`src/rtl/msi_snoop_controller.sv`:
```
// MSI snooping coherence controller: N private direct-mapped tag/state arrays,
// a round-robin arbiter onto one snoop bus, and a single transaction FSM that
// sequences lookup, victim write-back, snoop broadcast, owner write-back and fill.
module msi_snoop_controller #(
    parameter int unsigned NUM_CORES  = 2,
    parameter int unsigned LINES      = 4,
    parameter int unsigned ADDR_WIDTH = 8
) (
    input  logic                            clock,
    input  logic                            reset_n,
    input  logic [NUM_CORES-1:0]            req_valid,
    input  logic [NUM_CORES-1:0]            req_write,
    input  logic [NUM_CORES*ADDR_WIDTH-1:0] req_addr,
    output logic [NUM_CORES-1:0]            req_done,
    output logic                            req_hit,
    output logic                            bus_read_miss,
    output logic                            bus_write_miss,
    output logic                            bus_invalidate,
    output logic                            write_back,
    output logic                            abort_memory_access,
    output logic                            mem_req,
    output logic                            mem_write,
    output logic [ADDR_WIDTH-1:0]           mem_addr,
    input  logic                            mem_ack,
    input  logic [$clog2(NUM_CORES)-1:0]    dbg_core,
    input  logic [$clog2(LINES)-1:0]        dbg_index,
    output logic [1:0]                      dbg_state
);

    localparam int unsigned CoreW = $clog2(NUM_CORES);
    localparam int unsigned IdxW  = $clog2(LINES);
    localparam int unsigned TagW  = ADDR_WIDTH - IdxW;

    localparam logic [1:0] MsiI = 2'b00;
    localparam logic [1:0] MsiS = 2'b01;
    localparam logic [1:0] MsiM = 2'b10;

    typedef enum logic [2:0] {
        StIdle, StLookup, StVictimWb, StSnoop, StOwnerWb, StFill, StDone
    } fsm_e;

    fsm_e                  state_q, state_d;
    logic [CoreW-1:0]      core_q, core_d;
    logic [CoreW-1:0]      rr_q, rr_d;
    logic [ADDR_WIDTH-1:0] addr_q, addr_d;
    logic                  write_q, write_d;
    logic                  hit_q, hit_d;
    logic                  upgrade_q, upgrade_d;
    logic [TagW-1:0]       victim_tag_q, victim_tag_d;

    logic [TagW-1:0] tag_q  [NUM_CORES][LINES];
    logic [TagW-1:0] tag_d  [NUM_CORES][LINES];
    logic [1:0]      line_q [NUM_CORES][LINES];
    logic [1:0]      line_d [NUM_CORES][LINES];

    logic [NUM_CORES-1:0]  req_done_q, req_done_d;
    logic                  req_hit_q, req_hit_d;
    logic                  bus_rm_q, bus_rm_d, bus_wm_q, bus_wm_d, bus_inv_q, bus_inv_d;
    logic                  wb_q, wb_d, abort_q, abort_d;
    logic                  mem_req_q, mem_req_d, mem_write_q, mem_write_d;
    logic [ADDR_WIDTH-1:0] mem_addr_q, mem_addr_d;

    logic [IdxW-1:0] req_idx;
    logic [TagW-1:0] req_tag;
    logic [TagW-1:0] look_tag;
    logic [1:0]      look_st;
    logic            look_match;

    assign req_idx    = addr_q[IdxW-1:0];
    assign req_tag    = addr_q[ADDR_WIDTH-1:IdxW];
    assign look_tag   = tag_q[core_q][req_idx];
    assign look_st    = line_q[core_q][req_idx];
    // Encoding 11 is never written, so it never counts as a valid copy.
    assign look_match = (look_tag == req_tag) && (look_st == MsiS || look_st == MsiM);

    // Next transaction state, array updates and next registered outputs.
    always_comb begin
        int unsigned cand;
        logic        found;
        logic        owner;
        cand         = 0;
        found        = 1'b0;
        owner        = 1'b0;
        state_d      = state_q;
        core_d       = core_q;
        rr_d         = rr_q;
        addr_d       = addr_q;
        write_d      = write_q;
        hit_d        = hit_q;
        upgrade_d    = upgrade_q;
        victim_tag_d = victim_tag_q;
        tag_d        = tag_q;
        line_d       = line_q;

        unique case (state_q)
            StIdle: begin
                for (int unsigned i = 0; i < NUM_CORES; i++) begin
                    cand = (32'(rr_q) + i) % NUM_CORES;
                    if (!found && req_valid[cand]) begin
                        found   = 1'b1;
                        core_d  = CoreW'(cand);
                        addr_d  = req_addr[cand*ADDR_WIDTH +: ADDR_WIDTH];
                        write_d = req_write[cand];
                        rr_d    = CoreW'((cand + 1) % NUM_CORES);
                    end
                end
                if (found) state_d = StLookup;
            end
            StLookup: begin
                upgrade_d = 1'b0;
                hit_d     = 1'b0;
                if (look_match && (!write_q || look_st == MsiM)) begin
                    hit_d   = 1'b1;
                    state_d = StDone;
                end else if (look_match) begin
                    hit_d     = 1'b1;
                    upgrade_d = 1'b1;
                    state_d   = StSnoop;
                end else if (look_st == MsiM) begin
                    // Dirty line of a different tag must reach memory first.
                    victim_tag_d = look_tag;
                    state_d      = StVictimWb;
                end else begin
                    state_d = StSnoop;
                end
            end
            StVictimWb: begin
                if (mem_ack) begin
                    line_d[core_q][req_idx] = MsiI;
                    state_d                 = StSnoop;
                end
            end
            StSnoop: begin
                for (int unsigned c = 0; c < NUM_CORES; c++) begin
                    if (c != 32'(core_q) && tag_q[c][req_idx] == req_tag &&
                        (line_q[c][req_idx] == MsiS || line_q[c][req_idx] == MsiM)) begin
                        if (line_q[c][req_idx] == MsiM) owner = 1'b1;
                        if (upgrade_q || write_q) line_d[c][req_idx] = MsiI;
                        else                      line_d[c][req_idx] = MsiS;
                    end
                end
                if (owner)          state_d = StOwnerWb;
                else if (upgrade_q) state_d = StDone;
                else                state_d = StFill;
            end
            StOwnerWb: if (mem_ack) state_d = StDone;
            StFill:    if (mem_ack) state_d = StDone;
            StDone: begin
                tag_d[core_q][req_idx]  = req_tag;
                line_d[core_q][req_idx] = write_q ? MsiM : MsiS;
                state_d                 = StIdle;
            end
            default: state_d = StIdle;
        endcase

        // Outputs are registered, so decode them from the state being entered.
        mem_req_d   = (state_d == StVictimWb) || (state_d == StOwnerWb) || (state_d == StFill);
        mem_write_d = (state_d == StVictimWb) || (state_d == StOwnerWb);
        wb_d        = mem_write_d;
        if (state_d == StVictimWb) mem_addr_d = {victim_tag_d, addr_d[IdxW-1:0]};
        else if (mem_req_d)        mem_addr_d = addr_d;
        else                       mem_addr_d = '0;
        bus_rm_d   = (state_d == StSnoop) && !upgrade_d && !write_d;
        bus_wm_d   = (state_d == StSnoop) && !upgrade_d && write_d;
        bus_inv_d  = (state_d == StSnoop) && upgrade_d;
        abort_d    = (state_q == StOwnerWb) && (state_d == StDone);
        req_done_d = '0;
        if (state_d == StDone) req_done_d[core_d] = 1'b1;
        req_hit_d  = (state_d == StDone) && hit_d;
    end

    // All state and registered outputs; reset clears every line to I.
    always_ff @(posedge clock or negedge reset_n) begin
        if (!reset_n) begin
            state_q      <= StIdle;
            core_q       <= '0;
            rr_q         <= '0;
            addr_q       <= '0;
            write_q      <= 1'b0;
            hit_q        <= 1'b0;
            upgrade_q    <= 1'b0;
            victim_tag_q <= '0;
            for (int c = 0; c < NUM_CORES; c++) begin
                for (int l = 0; l < LINES; l++) begin
                    tag_q[c][l]  <= '0;
                    line_q[c][l] <= MsiI;
                end
            end
            req_done_q  <= '0;
            req_hit_q   <= 1'b0;
            bus_rm_q    <= 1'b0;
            bus_wm_q    <= 1'b0;
            bus_inv_q   <= 1'b0;
            wb_q        <= 1'b0;
            abort_q     <= 1'b0;
            mem_req_q   <= 1'b0;
            mem_write_q <= 1'b0;
            mem_addr_q  <= '0;
        end else begin
            state_q      <= state_d;
            core_q       <= core_d;
            rr_q         <= rr_d;
            addr_q       <= addr_d;
            write_q      <= write_d;
            hit_q        <= hit_d;
            upgrade_q    <= upgrade_d;
            victim_tag_q <= victim_tag_d;
            tag_q        <= tag_d;
            line_q       <= line_d;
            req_done_q   <= req_done_d;
            req_hit_q    <= req_hit_d;
            bus_rm_q     <= bus_rm_d;
            bus_wm_q     <= bus_wm_d;
            bus_inv_q    <= bus_inv_d;
            wb_q         <= wb_d;
            abort_q      <= abort_d;
            mem_req_q    <= mem_req_d;
            mem_write_q  <= mem_write_d;
            mem_addr_q   <= mem_addr_d;
        end
    end

    assign req_done            = req_done_q;
    assign req_hit             = req_hit_q;
    assign bus_read_miss       = bus_rm_q;
    assign bus_write_miss      = bus_wm_q;
    assign bus_invalidate      = bus_inv_q;
    assign write_back          = wb_q;
    assign abort_memory_access = abort_q;
    assign mem_req             = mem_req_q;
    assign mem_write           = mem_write_q;
    assign mem_addr            = mem_addr_q;
    assign dbg_state           = line_q[dbg_core][dbg_index];

endmodule

```
`config.mk`:
```
export PLATFORM = sky130hd
export DESIGN_NAME = msi_snoop_controller
export DESIGN_NICKNAME = d
export VERILOG_FILES = /design/src/rtl/msi_snoop_controller.sv
export SDC_FILE = /design/constraint.sdc
export NUM_CORES = 1
export LEC_CHECK = 0
export ABC_AREA = 1
export CORE_MARGIN = 10
export CORE_UTILIZATION = 36
export CTS_BUF_LIST = sky130_fd_sc_hd__clkbuf_4
export DETAILED_ROUTE_END_ITERATION = 6
export GPL_TIMING_DRIVEN = 0
export MAX_ROUTING_LAYER = met4
export SLEW_MARGIN = 20
export SYNTH_ARGS = -nofsm -noshare
export SYNTH_HDL_FRONTEND = slang
export SYNTH_SLANG_ARGS = --single-unit
```
`constraint.sdc`:
```
create_clock -name clock -period 2.36 [get_ports clock]
set_input_delay 0.236 -clock clock [delete_from_list [all_inputs] [get_ports clock]]
set_output_delay 0.236 -clock clock [all_outputs]
set_load 0.02 [all_outputs]
```
**Word level (Yosys, flattened, before mapping)**

Index checks and enable logic that the tools add are counted.

- Add/sub/neg operators: 2
- Magnitude comparators: 10
- Reductions and logical operators: 34
- Equality and inequality tests: 23
- Muxes and demuxes: 98
- Bitwise operators: 15
- Shifts and indexed selects: 2

Operators with widths:

| cell | number |
|---|---|
| 8-bit 2-to-1 mux | 16 |
| 24-bit 2-to-1 mux | 4 |
| 6-bit 2-to-1 mux | 11 |
| 48-bit bitwise mux | 1 |
| 16-bit case mux with 3 select lines | 1 |
| 6-bit binary-select mux with 2-bit select | 3 |
| 1-bit 2-to-1 mux | 33 |
| 16-bit by 5-bit indexed part select with 8-bit output | 2 |
| 2-bit 2-to-1 mux | 13 |
| 24-bit demux with 1-bit select | 1 |
| 3-bit equality test, second input constant | 6 |
| 6-bit equality test | 3 |
| 16-bit bitwise AND | 1 |
| 8-bit bitwise AND | 2 |
| 2-bit binary-select mux with 2-bit select | 4 |
| 16-bit bitwise mux | 1 |
| 1-bit logical AND | 16 |
| 16-bit 2-to-1 mux | 1 |
| 16-bit inverter | 1 |
| 3-bit case mux with 5 select lines | 1 |
| 6-bit demux with 2-bit select | 1 |
| 3-bit by 2-bit equality test with 1-bit output, second input constant | 4 |
| 3-bit 2-to-1 mux | 4 |
| 4-bit bitwise AND | 2 |
| 28 further kinds | 52 |

- Word-level logic and storage cells: 217
- Input bits: 26
- Output and inout bits: 20
- Register bits after elaboration: 103

**Longest topological paths before layout**

Gate-level depths: netlist of the first run.

- Word-level depth: 18
- Gate-level depth with buffers: 20
- Depth with buffers taken out: 19

**Least setup slack after synthesis of the first run**

No wires, ideal clock.

- Path kind: reg-to-reg
- Start: register addr_q[0]
- End: register mem_addr_q[7] (netlist: mem_addr[7])
- Cell stages (with the launch flop): 19
- Setup slack: -180 ps
- Path buffers: 2
- Period minus slack after synthesis: 2540 ps
- Library setup time: 65 ps
- Required time: 2295 ps
- Arrival time: 2475 ps
- Cell sequence: dfrtp_1 -> nand2_1 -> clkbuf_1 -> o22ai_1 -> a21oi_1 -> o21ai_0 -> nor2_1 -> a21oi_1 -> ha_1 -> nor2_1 -> nand2_1 -> nor2_2 -> nand2_1 -> nand3_2 -> buf_4 -> nand2_1 -> o21ai_2 -> nand3_1 -> nand2_1

- Elaborated cells on any way between the ends: 59
- Classes of those cells: eq/ne: 12; mux: 34; bitwise: 1; reduce/logical: 12

RTL lines:

| item | RTL line | RTL |
|---|---|---|
| start, declared | 45 | `logic [ADDR_WIDTH-1:0] addr_q, addr_d;` |
| start signal, assigned | 203 | `addr_q <= addr_d;` |
| 2-bit inverter with 3-bit output (not written as such) (*) | 71, 72 |  |
| 2-bit binary-select mux with 2-bit select | 72 | `assign look_st = line_q[core_q][req_idx];` |
| 2-bit 2-to-1 mux (not written as such) (2 in series) | 72 |  |
| 2-bit by 1-bit equality test with 1-bit output / 2-bit equality test (equally long branches) | 74, 112, 119 |  |
| 1-bit logical OR | 74 | `assign look_match = (look_tag == req_tag) && (look_st == MsiS \|\| look_st == MsiM);` |
| 1-bit logical AND | 74 |  |
| 6-bit 2-to-1 mux / 1-bit logical AND (equally long branches) | 115, 112 |  |
| 6-bit 2-to-1 mux (*) | 112 | `if (look_match && (!write_q \|\| look_st == MsiM)) begin` |
| 6-bit 2-to-1 mux (*) | 95 | `unique case (state_q)` |
| via victim_tag_d[5] | 49 | `logic [TagW-1:0] victim_tag_q, victim_tag_d;` |
| 8-bit 2-to-1 mux (*) | 160 | `if (state_d == StVictimWb) mem_addr_d = {victim_tag_d, addr_d[IdxW-1:0]};` |
| via mem_addr_d[7] | 61 | `logic [ADDR_WIDTH-1:0] mem_addr_q, mem_addr_d;` |
| end signal, assigned | 219 | `mem_addr_q <= mem_addr_d;` |
| end, declared | 61 |  |

The timed path passes the listed nets; every way through them passes the cells marked *. The select of a mux whose other input is x is not followed.
A chain may end at the register's enable or synchronous reset.

**Worst setup path in the final report of the first run**

- Start: register addr_q[0]
- End: register mem_addr_q[1] (netlist: mem_addr[1])

- Word-level cells in the longest chain between the ends: 18
- Elaborated cells on any way between the ends: 55
- Classes of those cells: eq/ne: 12; mux: 30; bitwise: 1; reduce/logical: 12

Ends and longest elaborated chain:

| item | RTL line | RTL |
|---|---|---|
| 2-bit inverter with 3-bit output (not written as such) (*) | n/a |  |
| 6-bit binary-select mux with 2-bit select / 2-bit binary-select mux with 2-bit select (equally long branches) | 135, 136, 137 |  |
| 6-bit 2-to-1 mux (not written as such) / 2-bit 2-to-1 mux (equally long branches) (2 in series) | 135, 136, 137 |  |
| 6-bit equality test (tied with other cells) | 135 | `if (c != 32'(core_q) && tag_q[c][req_idx] == req_tag &&` |
| 1-bit logical AND / 1-bit logical OR (equally long branches) | 135, 136 |  |
| 1-bit logical AND | 135 |  |
| 1-bit 2-to-1 mux | 135 |  |
| 1-bit 2-to-1 mux | 137 | `if (line_q[c][req_idx] == MsiM) owner = 1'b1;` |
| (+2 left out) | n/a |  |
| 2-bit 2-to-1 mux (*) | 142 | `if (owner) state_d = StOwnerWb;` |
| 3-bit case mux with 5 select lines (*) | 95 |  |
| via state_d[1] | 42 | `fsm_e state_q, state_d;` |
| 3-bit by 2-bit equality test with 1-bit output / 3-bit equality test (equally long branches) | 157, 160 |  |
| 1-bit logical OR (2 in series) | 157 | `mem_req_d = (state_d == StVictimWb) \|\| (state_d == StOwnerWb) \|\| (state_d == StFill);` |
| 8-bit 2-to-1 mux | 161 | `else if (mem_req_d) mem_addr_d = addr_d;` |
| 8-bit 2-to-1 mux (*) | 160 |  |
| via mem_addr_d[1] | 61 |  |

Marked as above.

==> impl_results.md, run 1 <==
* Outcome: finished with violations
* Violated checks: negative setup slack
* Cts bufs inserted at 9
* Global-route usage over all layers at 18.7%
* Largest vdd supply drop at 0.505 mV
* Sink count of the clock tree at 103
* Post-synthesis cell type with the largest combined area: sky130_fd_sc_hd__dfrtp_1
* Worst setup path class: reg -> reg
* Die Area at 23000 µm²
* Net count reported at finish at 1044
* Post-layout min period at 2.68 ns
* Static Leak at 3.76 nW
* Final-report max-slew violation count at 0
* Critical Path AT at 3.14 ns
* Core region area at 17100 µm²
* Main flop type after synthesis: sky130_fd_sc_hd__dfrtp_1
* Power per Cell Area at 1350 nW/µm²
* Hold WC Path Type: in -> async
* Gate count after technology mapping at 927
* DPL Wire Length at 14800 µm
* Maximum number of pins on one net before global-route repair at 72
* Placer's final routability congestion estimate at 0.963
* Number of enable flip-flop cells after synthesis at 0
* Initial Util at 36.4%
* YS warnings at 0
* Fraction of layout cells with a size suffix above 1 at 16.2%
* Clk slew on worst S/H paths at 0.17 ns
* Grt ovf at 0
* Average vias per placed instance at 5.08
* Buffer type at the clock tree root: sky130_fd_sc_hd__clkbuf_4
* Post-synthesis instance area at 6240 µm²
* Clock latency on the worst-skew pair at 0.51 ns
* Number of maximum-capacitance violations at 0
* H-tree Lvls at 3
* Post-DR wirelength/cell at 16.5 µm
* Synth top area cells: sky130_fd_sc_hd__dfrtp_1 (41%), sky130_fd_sc_hd__nand2_1 (19%), sky130_fd_sc_hd__o21ai_0 (8.3%), sky130_fd_sc_hd__inv_1 (6.9%), sky130_fd_sc_hd__nor2_1 (4.8%)
* Dominant cell by count in the synthesized netlist: sky130_fd_sc_hd__nand2_1
* Via count of the first global-routing pass at 6106
* Pre-antenna DRT Iters at 5
* Worst-case headroom to the max-slew limit at 35.8%
* Max Clk Rate at 373 MHz
* Iteration-0 DRC Markers at 515
* Most used standard cells in the synthesized netlist: sky130_fd_sc_hd__nand2_1 (309), sky130_fd_sc_hd__inv_1 (114), sky130_fd_sc_hd__dfrtp_1 (103), sky130_fd_sc_hd__o21ai_0 (103), sky130_fd_sc_hd__nor2_1 (79)
* Fill cells at 1770
* Count of boundary I/O pins at 46
* Vertical die dimension at 152 µm
* DRT Wirelength at 20600 µm
* Initial antenna violation count at 1
* Site Rows at 48
* Drt drc at 0
* Horizontal die dimension at 152 µm
* Overall power of the completed layout at 10.7 mW
* Design Area, Final at 7890 µm²
* Count of distinct cell types in the synthesized netlist at 33
* Worst-Margin Slew at 0.955 ns
* Area growth syn-to-layout at 26.5%
* Critical path endpoint category: flip-flop
* Share of flip-flops with an asynchronous set or reset at 100%
* Mapped Nets at 957
* RSZ-0062 raised after global routing: yes
* Data required time at the worst endpoint at 2.82 ns
* Input/output buffers at 44
* Max Fanout on Critical Path at 8
* Area fraction of the dominant cell type after synthesis at 41.3%
* Via Count at 6321
* Layout Skew at 0.0183 ns
* CTS tree: yes
* Antenna Violating Nets Remaining at 0
* Count of final hold-check violations at 0
* Global-route wire length before repair at 32500 µm
* Setup WS post-layout at -0.320 ns
* Critical path startpoint category: flip-flop
* Average cell area after synthesis at 6.73 µm²
* #FFs+latches synth at 103
* Post-route fraction of the period consumed by the critical path at 114%
* Sequential cell area fraction in the yosys report at 41.3%
* Utilization after layout at 46.1%
* CTS Buffer Depth at 2
* Total placed instance area at 7010 µm²
* Setup violation total in the final timing report at 34
[what timing repair did]
item | CTS | global route
endpoints found under the setup margin | 68 | 71
pin swaps | 13 | 29
resized for setup | 78 | 72
endpoints found under the hold margin | 103 | 0
hold buffers | 1 | 0
gates cloned | 3 | 0
buffers inserted | 16 | 11
[cell families (layout without fill, tap and decap cells)]
group	Yosys count	in the layout	share of synthesized area, %
AO/OA/AOI/OAI	195	195	17.7
adder cells (fa/ha/maj)	4	4	0.803
buffers and inverters	167	258	10.7
flip-flops	103	103	41.3
other	0	1	0
AND/OR/NAND/NOR	458	459	29.5
[path summary, 6_finish.rpt]
kind                         startpoint           to  slack (ns)  cells after the start
min reg2reg                   tag_q[34]    tag_q[34]        0.50                      2
min                             reset_n     tag_q[8]        0.15                      2
max in group asynchronous       reset_n        hit_q        1.55                      3
max                           addr_q[0]  mem_addr[1]       -0.32                     19
min in group clock         req_valid[1]         rr_q        0.45                      4
max reg2reg                   addr_q[0]  mem_addr[1]       -0.32                     19
[power by group]
group | internal (mW) | leakage, nW | switching (mW)
Combinational | 2.48 | 2.36 | 4.25
Clock | 0.334 | 0.0754 | 0.661
Sequential | 2.42 | 1.33 | 0.533
Total | 5.24 | 3.76 | 5.45
[registers in the layout, summed over array words and instances, names as in the netlist]
register,cells
mem_write,1
state_q,3
bus_read_miss,1
upgrade_q,1
line_q,16
req_hit,1
mem_addr,8
mem_req,1
bus_write_miss,1
tag_q,48
write_q,1
abort_memory_access,1
victim_tag_q,6
req_done,2
core_q,1
addr_q,8
hit_q,1
bus_invalidate,1
rr_q,1
[worst max-delay path: stages, from the launching register on]
cell and delay (ns):
sky130_fd_sc_hd__dfrtp_2 0.53, sky130_fd_sc_hd__clkinv_4 0.13, sky130_fd_sc_hd__nand2_4 0.09, sky130_fd_sc_hd__buf_6 0.14
sky130_fd_sc_hd__o22ai_4 0.07, sky130_fd_sc_hd__a21oi_2 0.12, sky130_fd_sc_hd__o21ai_2 0.09, sky130_fd_sc_hd__ha_1 0.31
sky130_fd_sc_hd__nor2_1 0.05, sky130_fd_sc_hd__nand2_1 0.07, sky130_fd_sc_hd__inv_2 0.04, sky130_fd_sc_hd__nand2_2 0.07
sky130_fd_sc_hd__nor2_4 0.05, sky130_fd_sc_hd__nand3_2 0.09, sky130_fd_sc_hd__nand3_2 0.07, sky130_fd_sc_hd__nand2_2 0.10
sky130_fd_sc_hd__inv_2 0.07, sky130_fd_sc_hd__nor2_4 0.24, sky130_fd_sc_hd__nand2_2 0.13, sky130_fd_sc_hd__a21oi_2 0.15
[through the flow]
step	setup slack, ns	setup TNS, ns	instances	hold WS, ns
after floorplan	0.00204	0	927	-0.0596
after global placement	-2.94	-322.45	1196	0.453
after detailed placement	-0.647	-20.48	1197	0.143
after CTS	-0.289	-5.30	1233	0.159
after global routing	-0.487	-13.46	1245	0.178
final	-0.320	-6.91	1245	0.150
[cell type report]
cell class	count	area, µm²	share of cell area (%)
inverter	123	479	6.07
antenna	1	2.50	0.0317
tap	225	282	3.57
clock inverter	7	76.3	0.967
buffer	44	299	3.79
timing repair buffer	75	752	9.53
sequential	103	2580	32.7
clock buffer	9	67.6	0.856
multi-input combinational	658	3350	42.5
[per-layer routing]
metal  vias to the layer above  wire [µm]  GRT usage [%]
met5                         -          0              -
met4                         0        548           8.15
met3                        32       1070           3.06
met2                       195       9720           29.0
met1                      2961       9260           23.7
li1                       3133          -              -
[cells in the final DEF, fill, tap and decap left out, types with 4 or more instances in the layout]
master                            count
sky130_fd_sc_hd__inv_6                4
sky130_fd_sc_hd__a22o_1               5
sky130_fd_sc_hd__clkdlybuf4s50_1     41
sky130_fd_sc_hd__buf_4               24
sky130_fd_sc_hd__dfrtp_1            101
sky130_fd_sc_hd__o22ai_1             15
sky130_fd_sc_hd__nand2_4             11
sky130_fd_sc_hd__ha_1                 4
sky130_fd_sc_hd__nor2_4              10
sky130_fd_sc_hd__clkbuf_4             9
sky130_fd_sc_hd__inv_2                8
sky130_fd_sc_hd__clkbuf_1            18
sky130_fd_sc_hd__nor2_2               9
sky130_fd_sc_hd__buf_6               17
sky130_fd_sc_hd__a31oi_1              5
sky130_fd_sc_hd__buf_2                7
sky130_fd_sc_hd__a22oi_1              8
sky130_fd_sc_hd__nand3_1             37
sky130_fd_sc_hd__o21ai_2              9
sky130_fd_sc_hd__nand2_1            282
sky130_fd_sc_hd__nand3_2              8
sky130_fd_sc_hd__nand2_2             17
sky130_fd_sc_hd__nor3_1              11
sky130_fd_sc_hd__o21ai_1              8
sky130_fd_sc_hd__nor2_1              64
sky130_fd_sc_hd__inv_1              110
sky130_fd_sc_hd__o21ai_0             96
sky130_fd_sc_hd__o21a_1               4
sky130_fd_sc_hd__buf_8                4
sky130_fd_sc_hd__a21oi_1             28
Note: power is estimated with default switching activity, not from simulation.
==> run 2, diff against run 1 <==
--- a/config.mk
+++ b/config.mk
@@ -6,13 +6,16 @@
 export NUM_CORES = 1
 export LEC_CHECK = 0
 export ABC_AREA = 1
+export CELL_PAD_IN_SITES_DETAIL_PLACEMENT = 1
+export CELL_PAD_IN_SITES_GLOBAL_PLACEMENT = 2
 export CORE_MARGIN = 10
-export CORE_UTILIZATION = 36
+export CORE_UTILIZATION = 31
 export CTS_BUF_LIST = sky130_fd_sc_hd__clkbuf_4
 export DETAILED_ROUTE_END_ITERATION = 6
 export GPL_TIMING_DRIVEN = 0
 export MAX_ROUTING_LAYER = met4
-export SLEW_MARGIN = 20
+export PLACE_DENSITY_LB_ADDON = 0.1
+export SLEW_MARGIN = 10
 export SYNTH_ARGS = -nofsm -noshare
 export SYNTH_HDL_FRONTEND = slang
 export SYNTH_SLANG_ARGS = --single-unit
==> run 2 against run 1 <==
Effect of this change:
- clock skew hardly changed
- register-to-register slack worse by 0.09 ns
- utilization is 5.2 points lower
- setup slack worse by 0.092 ns
- first-iteration DRC count is 45% lower
- total power increased by 3.7%
- flip-flop and latch count stayed put
- clock power grew 7%
- global-route usage increased by 0.49 points
- the flow still finishes with violations (negative setup slack)
- wire length is 16% higher
- combinational power is 5.2% higher
==> impl_results.md, run 2 (synthesis gave the netlist of run 1 again) <==
* Clock latency on the worst-skew pair at 0.52 ns (was 0.51 ns)
* Initial antenna violation count at 1 (unchanged)
* Worst-case headroom to the max-slew limit at 32.4% (was 35.8%)
* Multi-input gate area at 3370 µm² (was 3350 µm²)
* Buffer type at the clock tree root: sky130_fd_sc_hd__clkbuf_4 (unchanged)
* Number of cells in the design after placement at 1237 (was 1197)
* Vertical die dimension at 162 µm (was 152 µm)
* Violated checks: negative setup slack (unchanged)
* Static Leak at 3.80 nW (was 3.76 nW)
* Data required time at the worst endpoint at 2.83 ns (was 2.82 ns)
* M1 WL at 11400 µm (was 9260 µm)
* Setup violation total in the final timing report at 39 (was 34)
* Net count reported at finish at 1050 (was 1044)
* H-tree Lvls at 3 (unchanged)
* Largest vdd supply drop at 0.374 mV (was 0.505 mV)
* Global-route usage over all layers at 19.2% (was 18.7%)
* Worst setup path class: reg -> reg (unchanged)
* Placer's final routability congestion estimate at 0.851 (was 0.963)
* Area growth syn-to-layout at 28.8% (was 26.5%)
* Sink count of the clock tree at 103 (unchanged)
* Setup WS post-layout at -0.413 ns (was -0.320 ns)
* DRT Wirelength at 24000 µm (was 20600 µm)
* Critical Path AT at 3.25 ns (was 3.14 ns)
* Wire length on met2 at 11800 µm (was 9720 µm)
* Horizontal die dimension at 162 µm (was 152 µm)
* Largest regs: tag_q (48), line_q (16) (unchanged)
* Grt ovf at 0 (unchanged)
* Number of maximum-capacitance violations at 0 (unchanged)
* Antenna Violating Nets Remaining at 0 (unchanged)
* DPL Wire Length at 18000 µm (was 14800 µm)
* Area of all sequential standard cells at 2580 µm² (unchanged)
* Global-route wire length before repair at 38300 µm (was 32500 µm)
* Critical path startpoint category: flip-flop (unchanged)
* Most used cells in the layout excluding fill and tap cells: sky130_fd_sc_hd__nand2_1 (279), sky130_fd_sc_hd__inv_1 (112), sky130_fd_sc_hd__dfrtp_1 (101) (was sky130_fd_sc_hd__nand2_1 (282), sky130_fd_sc_hd__inv_1 (110), sky130_fd_sc_hd__dfrtp_1 (101))
* Fraction of layout cells with a size suffix above 1 at 18.0% (was 16.2%)
* Register with the highest flop count: tag_q (unchanged)
* Fill cells at 2502 (was 1770)
* Highest metal layer with signal wires: met4 (unchanged)
* Worst-case setup slack after placement at -0.827 ns (was -0.647 ns)
* Die Area at 26200 µm² (was 23000 µm²)
* Max Fanout on Critical Path at 7 (was 8)
* Via Count at 6332 (was 6321)
* Initial Util at 31.7% (was 36.4%)
* Core region area at 19700 µm² (was 17100 µm²)
* Cts bufs inserted at 9 (unchanged)
* Outcome: finished with violations (unchanged)
* Layout Skew at 0.0179 ns (was 0.0183 ns)
* Critical path endpoint category: flip-flop (unchanged)
* Worst reg-to-reg path cell count at 19 (unchanged)
* Site Rows at 51 (was 48)
* Input/output buffers at 44 (unchanged)
* Largest register FFs at 48 (unchanged)
* Max Clk Rate at 361 MHz (was 373 MHz)
* Clk slew on worst S/H paths at 0.19 ns (was 0.17 ns)
* Final-report max-slew violation count at 0 (unchanged)
* Filler-free cell count of the finished design at 1291 (was 1245)
* RSZ-0062 raised after global routing: yes (unchanged)
* Iteration-0 DRC Markers at 283 (was 515)
* Post-layout min period at 2.77 ns (was 2.68 ns)
* CTS tree: yes (unchanged)
* Drt drc at 0 (unchanged)
* Final-layout worst hold slack at 0.183 ns (was 0.150 ns)
* Power per Cell Area at 1380 nW/µm² (was 1350 nW/µm²)
* Wire length on met3 at 471 µm (was 1070 µm)
* Post-route fraction of the period consumed by the critical path at 117% (was 114%)
* Average vias per placed instance at 4.90 (was 5.08)
* Post-DR wirelength/cell at 18.6 µm (was 16.5 µm)
* CTS Buffer Depth at 2 (unchanged)
* Most common cell after layout, fill and taps aside: sky130_fd_sc_hd__nand2_1 (unchanged)
* Count of boundary I/O pins at 46 (unchanged)
* Maximum number of pins on one net before global-route repair at 62 (was 72)
* Worst-Margin Slew at 1.01 ns (was 0.955 ns)
* Hold WC Path Type: in -> async (unchanged)
* Pre-antenna DRT Iters at 4 (was 5)
* Via count of the first global-routing pass at 6706 (was 6106)
* Count of final hold-check violations at 0 (unchanged)
run 2: metrics by stage:
stage | setup TNS (ns) | power, mW | utilization [%] | instance area, µm²
after global routing | -16.11 | 12.1 | 40.9 | 8030
after floorplan | 0 | 6.53 | - | 6260
final | -9.98 | 11.1 | 40.9 | 8030
after detailed placement | -30.25 | 8.56 | 35.9 | 7060
after CTS | -8.20 | 10.5 | 39.2 | 7700
after global placement | -365.81 | 8.51 | 35.8 | 7030
run 2: power breakdown:
part           internal [mW]  switching (mW)
clock                  0.344           0.719
sequential              2.42           0.506
combinational           2.60            4.49
total                   5.36            5.72
run 2: worst paths after layout:
path,from,end,slack [ns]
min in group clock,req_valid[0],rr_q,0.48
min reg2reg,tag_q[42],tag_q[42],0.51
max reg2reg,addr_q[0],mem_addr[7],-0.41
max,addr_q[0],mem_addr[7],-0.41
min,reset_n,tag_q[35],0.18
max in group asynchronous,reset_n,addr_q[1],1.51
run 2: critical path: stages, from the launching register on:
cell and delay, ns:
sky130_fd_sc_hd__dfrtp_2 0.55, sky130_fd_sc_hd__clkinv_4 0.14, sky130_fd_sc_hd__nand2_8 0.08, sky130_fd_sc_hd__buf_8 0.13
sky130_fd_sc_hd__o22ai_2 0.08, sky130_fd_sc_hd__a21oi_2 0.12, sky130_fd_sc_hd__o21ai_2 0.09, sky130_fd_sc_hd__nor2_1 0.14
sky130_fd_sc_hd__a21oi_2 0.04, sky130_fd_sc_hd__ha_1 0.28, sky130_fd_sc_hd__nor2_1 0.09, sky130_fd_sc_hd__nand2_1 0.09
sky130_fd_sc_hd__nor2_4 0.15, sky130_fd_sc_hd__nand3_2 0.08, sky130_fd_sc_hd__nand2_2 0.09, sky130_fd_sc_hd__inv_2 0.04
sky130_fd_sc_hd__nor2_4 0.22, sky130_fd_sc_hd__buf_12 0.15, sky130_fd_sc_hd__nand3_2 0.08, sky130_fd_sc_hd__nand2_2 0.09
run 2: repair_timing:
| item | CTS | global route |
|---|---|---|
| hold buffers | 1 | 0 |
| pin swaps | 19 | 28 |
| gates cloned | 1 | 0 |
| buffers inserted | 20 | 15 |
| hold endpoints to repair | 42 | 0 |
| gates resized for setup | 93 | 64 |
| setup endpoints to repair | 68 | 69 |
run 2: final cells by class:
class,instances,share of cell area (%)
inverter,123,5.90
multi-input combinational,657,42.0
sequential,103,32.1
clock buffer,9,0.841
timing repair buffer,82,9.92
buffer,44,4.00
antenna,1,0.0312
clock inverter,7,1.06
tap,265,4.13
run 2: routing by layer:
metal	GRT usage, %	vias to the layer above
li1	-	3140
met1	24.6	3098
met2	31.7	77
met3	2.38	17
met4	4.22	0
met5	-	-
==> run 3, diff against run 2 <==
--- a/config.mk
+++ b/config.mk
@@ -15,7 +15,7 @@
 export GPL_TIMING_DRIVEN = 0
 export MAX_ROUTING_LAYER = met4
 export PLACE_DENSITY_LB_ADDON = 0.1
-export SLEW_MARGIN = 10
+export SLEW_MARGIN = 25
 export SYNTH_ARGS = -nofsm -noshare
 export SYNTH_HDL_FRONTEND = slang
 export SYNTH_SLANG_ARGS = --single-unit
==> constraint.sdc (replaced) <==
create_clock -name clock -period 2.36 [get_ports clock]
set_input_delay 0.354 -clock clock [delete_from_list [all_inputs] [get_ports clock]]
set_output_delay 0.354 -clock clock [all_outputs]
set_load 0.02 [all_outputs]
==> run 3 against run 2 <==
Effect of this change:
- the run still ends with negative setup slack left
- design area fell by 0.55%
- sequential share of layout area rose by 0.18 points
- setup slack got worse by 0.0074 ns
- cell count barely moved
- flip-flop and latch count did not move
- fmax fell by 0.26%
- global-route usage did not move
- die area did not move
- combinational power fell by 1%
- critical path type unchanged
- largest power group unchanged
==> impl_results.md, run 3 (synthesis gave the netlist of run 1 again) <==
* CTS tree: yes (unchanged)
* Initial antenna violation count at 1 (unchanged)
* Iteration-0 DRC Markers at 298 (was 283)
* DPL Wire Length at 18000 µm (unchanged)
* Worst path buffer plus inverter count at 4 (unchanged)
* Area growth syn-to-layout at 28.1% (was 28.8%)
* Core region area at 19700 µm² (unchanged)
* Global-route wire length before repair at 38300 µm (unchanged)
* Setup WS post-layout at -0.420 ns (was -0.413 ns)
* Vertical die dimension at 162 µm (unchanged)
* Internal portion of total power at 5.31 mW (was 5.36 mW)
* Series of cell instances along the critical path: clkinv_4 -> nand2_8 -> buf_8 -> o22ai_2 -> a21oi_2 -> o21ai_2 -> nor2_1 -> a21oi_2 -> ha_1 -> nor2_1 -> nand2_1 -> nor2_4 -> nand3_1 -> nand2_2 -> inv_2 -> nor2_4 -> buf_12 -> nand3_2 -> nand2_2 (was clkinv_4 -> nand2_8 -> buf_8 -> o22ai_2 -> a21oi_2 -> o21ai_2 -> nor2_1 -> a21oi_2 -> ha_1 -> nor2_1 -> nand2_1 -> nor2_4 -> nand3_2 -> nand2_2 -> inv_2 -> nor2_4 -> buf_12 -> nand3_2 -> nand2_2)
* Die Area at 26200 µm² (unchanged)
* Cell family with the largest share of critical-path delay: simple AND/OR/NAND/NOR gates (unchanged)
* CTS Buffer Depth at 2 (unchanged)
* Antenna Violating Nets Remaining at 0 (unchanged)
* Worst setup path class: reg -> reg (unchanged)
* Max stage delay cell, worst path: sky130_fd_sc_hd__dfrtp_2 (unchanged)
* H-tree Lvls at 3 (unchanged)
* Horizontal die dimension at 162 µm (unchanged)
* Net count reported at finish at 1049 (was 1050)
* Buffer type at the clock tree root: sky130_fd_sc_hd__clkbuf_4 (unchanged)
* Via Count at 6312 (was 6332)
* DRT Wirelength at 24100 µm (was 24000 µm)
* Proportion of total power due to net switching at 51.8% (was 51.6%)
* Max Fanout on Critical Path at 7 (unchanged)
* Post-layout min period at 2.78 ns (was 2.77 ns)
* Data required time at the worst endpoint at 2.83 ns (about the same)
* Cts bufs inserted at 9 (unchanged)
* Violated checks: negative setup slack (unchanged)
* Post-route fraction of the period consumed by the critical path at 118% (was 117%)
* Critical path startpoint category: flip-flop (unchanged)
* Most common cell after layout, fill and taps aside: sky130_fd_sc_hd__nand2_1 (unchanged)
* Final-layout worst hold slack at 0.302 ns (was 0.183 ns)
* Layout Skew at 0.0191 ns (was 0.0179 ns)
* Fraction of layout cells with a size suffix above 1 at 17.8% (was 18.0%)
* Max Clk Rate at 360 MHz (was 361 MHz)
* Initial Util at 31.7% (unchanged)
* Power per Cell Area at 1380 nW/µm² (about the same)
* Sink count of the clock tree at 103 (unchanged)
* Input/output buffers at 44 (unchanged)
* Post-DR wirelength/cell at 18.7 µm (was 18.6 µm)
* Beginning of the worst register-to-register path: addr_q[0] (unchanged)
* Most used cells in the layout excluding fill and tap cells: sky130_fd_sc_hd__nand2_1 (278), sky130_fd_sc_hd__inv_1 (112), sky130_fd_sc_hd__dfrtp_1 (101) (was sky130_fd_sc_hd__nand2_1 (279), sky130_fd_sc_hd__inv_1 (112), sky130_fd_sc_hd__dfrtp_1 (101))
* RSZ-0062 raised after global routing: yes (unchanged)
* Placer's final routability congestion estimate at 0.851 (unchanged)
* Switching power of the nets at 5.70 mW (was 5.72 mW)
* Drt drc at 0 (unchanged)
* Start point of the critical path: addr_q[0] (unchanged)
* Worst-Margin Slew at 0.641 ns (was 1.01 ns)
* Worst-case headroom to the max-slew limit at 57.3% (was 32.4%)
* Portion of total power attributed to sequential cells at 26.6% (was 26.4%)
* Largest regs: tag_q (48), line_q (16) (unchanged)
* Fraction of power consumed by the clock network at 9.7% (was 9.6%)
* Critical path endpoint category: flip-flop (unchanged)
* Static Leak at 3.79 nW (was 3.80 nW)
* Critical Path AT at 3.25 ns (about the same)
* Average vias per placed instance at 4.89 (was 4.90)
* Setup violation total in the final timing report at 36 (was 39)
* Overall power of the completed layout at 11.0 mW (was 11.1 mW)
* Register with the highest flop count: tag_q (unchanged)
* Outcome: finished with violations (unchanged)
* Count of boundary I/O pins at 46 (unchanged)
* Final-report max-slew violation count at 0 (unchanged)
* Clock latency on the worst-skew pair at 0.52 ns (about the same)
* Combinational cell fraction of total power at 63.7% (was 64.0%)
* Count of final hold-check violations at 0 (unchanged)
* Grt ovf at 0 (unchanged)
* Clk slew on worst S/H paths at 0.19 ns (about the same)
* Via count of the first global-routing pass at 6706 (unchanged)
* Largest vdd supply drop at 0.375 mV (was 0.374 mV)
* Hold WC Path Type: in -> async (unchanged)
* Largest register FFs at 48 (unchanged)
* Delay contributed by the slowest stage of the critical path at 0.54 ns (was 0.55 ns)
* Global-route usage over all layers at 19.2% (unchanged)
* Maximum number of pins on one net before global-route repair at 62 (unchanged)
* Pre-antenna DRT Iters at 5 (was 4)
* Site Rows at 51 (unchanged)
* Setup total negative slack at -9.14 ns (was -9.98 ns)
* Number of maximum-capacitance violations at 0 (unchanged)
## run 3: cell count changes in the layout (fill, tap and decap cells not counted), sizes merged
cell	previous run	this run
clkbuf	33	32
dlymetal6s2s	1	0
nand2	311	312
## run 3: stage by stage
stage	cell area (µm²)	setup WS, ns	utilization [%]	cells
global placement	7030	-3.39	35.8	1236
detailed placement	7060	-0.827	35.9	1237
CTS	7700	-0.409	39.2	1275
finish	7990	-0.420	40.6	1290
floorplan	6260	0.00204	-	927
global route	7990	-0.584	40.6	1290
## run 3: layout make-up
class	instances	area (µm²)
fillers	2507	11700
multi-input cells	658	3360
flip-flops and latches	103	2580
repair buffers	80	774
inverters	123	474
well taps	265	332
plain buffers	44	315
clock inverters	7	85.1
clock buffers	9	67.6
diodes	1	2.50
## run 3: per-layer routing
metal / share of wire (%) / global-route usage (%) / up-vias / wire length (µm)
met5: 0 / - / - / 0
met2: 49 / 31.7 / 75 / 11800
met1: 47 / 24.6 / 3083 / 11400
li1: - / - / 3140 / -
met4: 1.2 / 4.22 / 0 / 298
met3: 2.3 / 2.38 / 14 / 556
## run 3: what timing repair did
action | in CTS | in global routing
endpoints found under the hold margin | 42 | 0
pin swaps | 19 | 28
setup endpoints to repair | 70 | 69
hold buffers | 1 | 0
gates cloned | 1 | 1
buffers inserted | 20 | 14
gates resized for setup | 94 | 61
## run 3: final timing paths
path / cells past startpoint / slack [ns] / endpoint
max: 19 / -0.42 / mem_addr[7]
min: 2 / 0.30 / tag_q[35]
max reg2reg: 19 / -0.42 / mem_addr[7]
min reg2reg: 2 / 0.51 / tag_q[42]
max in group asynchronous: 3 / 1.39 / addr_q[0]
min in group clock: 2 / 0.51 / tag_q[42]
## run 3: power groups by stage
stage	clock network [mW]	registers (mW)	logic, mW
floorplan	0	2.88	3.66
global placement	0	2.93	5.58
detailed placement	0	2.94	5.62
CTS	1.10	2.92	6.49
global route	1.16	3.02	7.85
finish	1.07	2.93	7.02
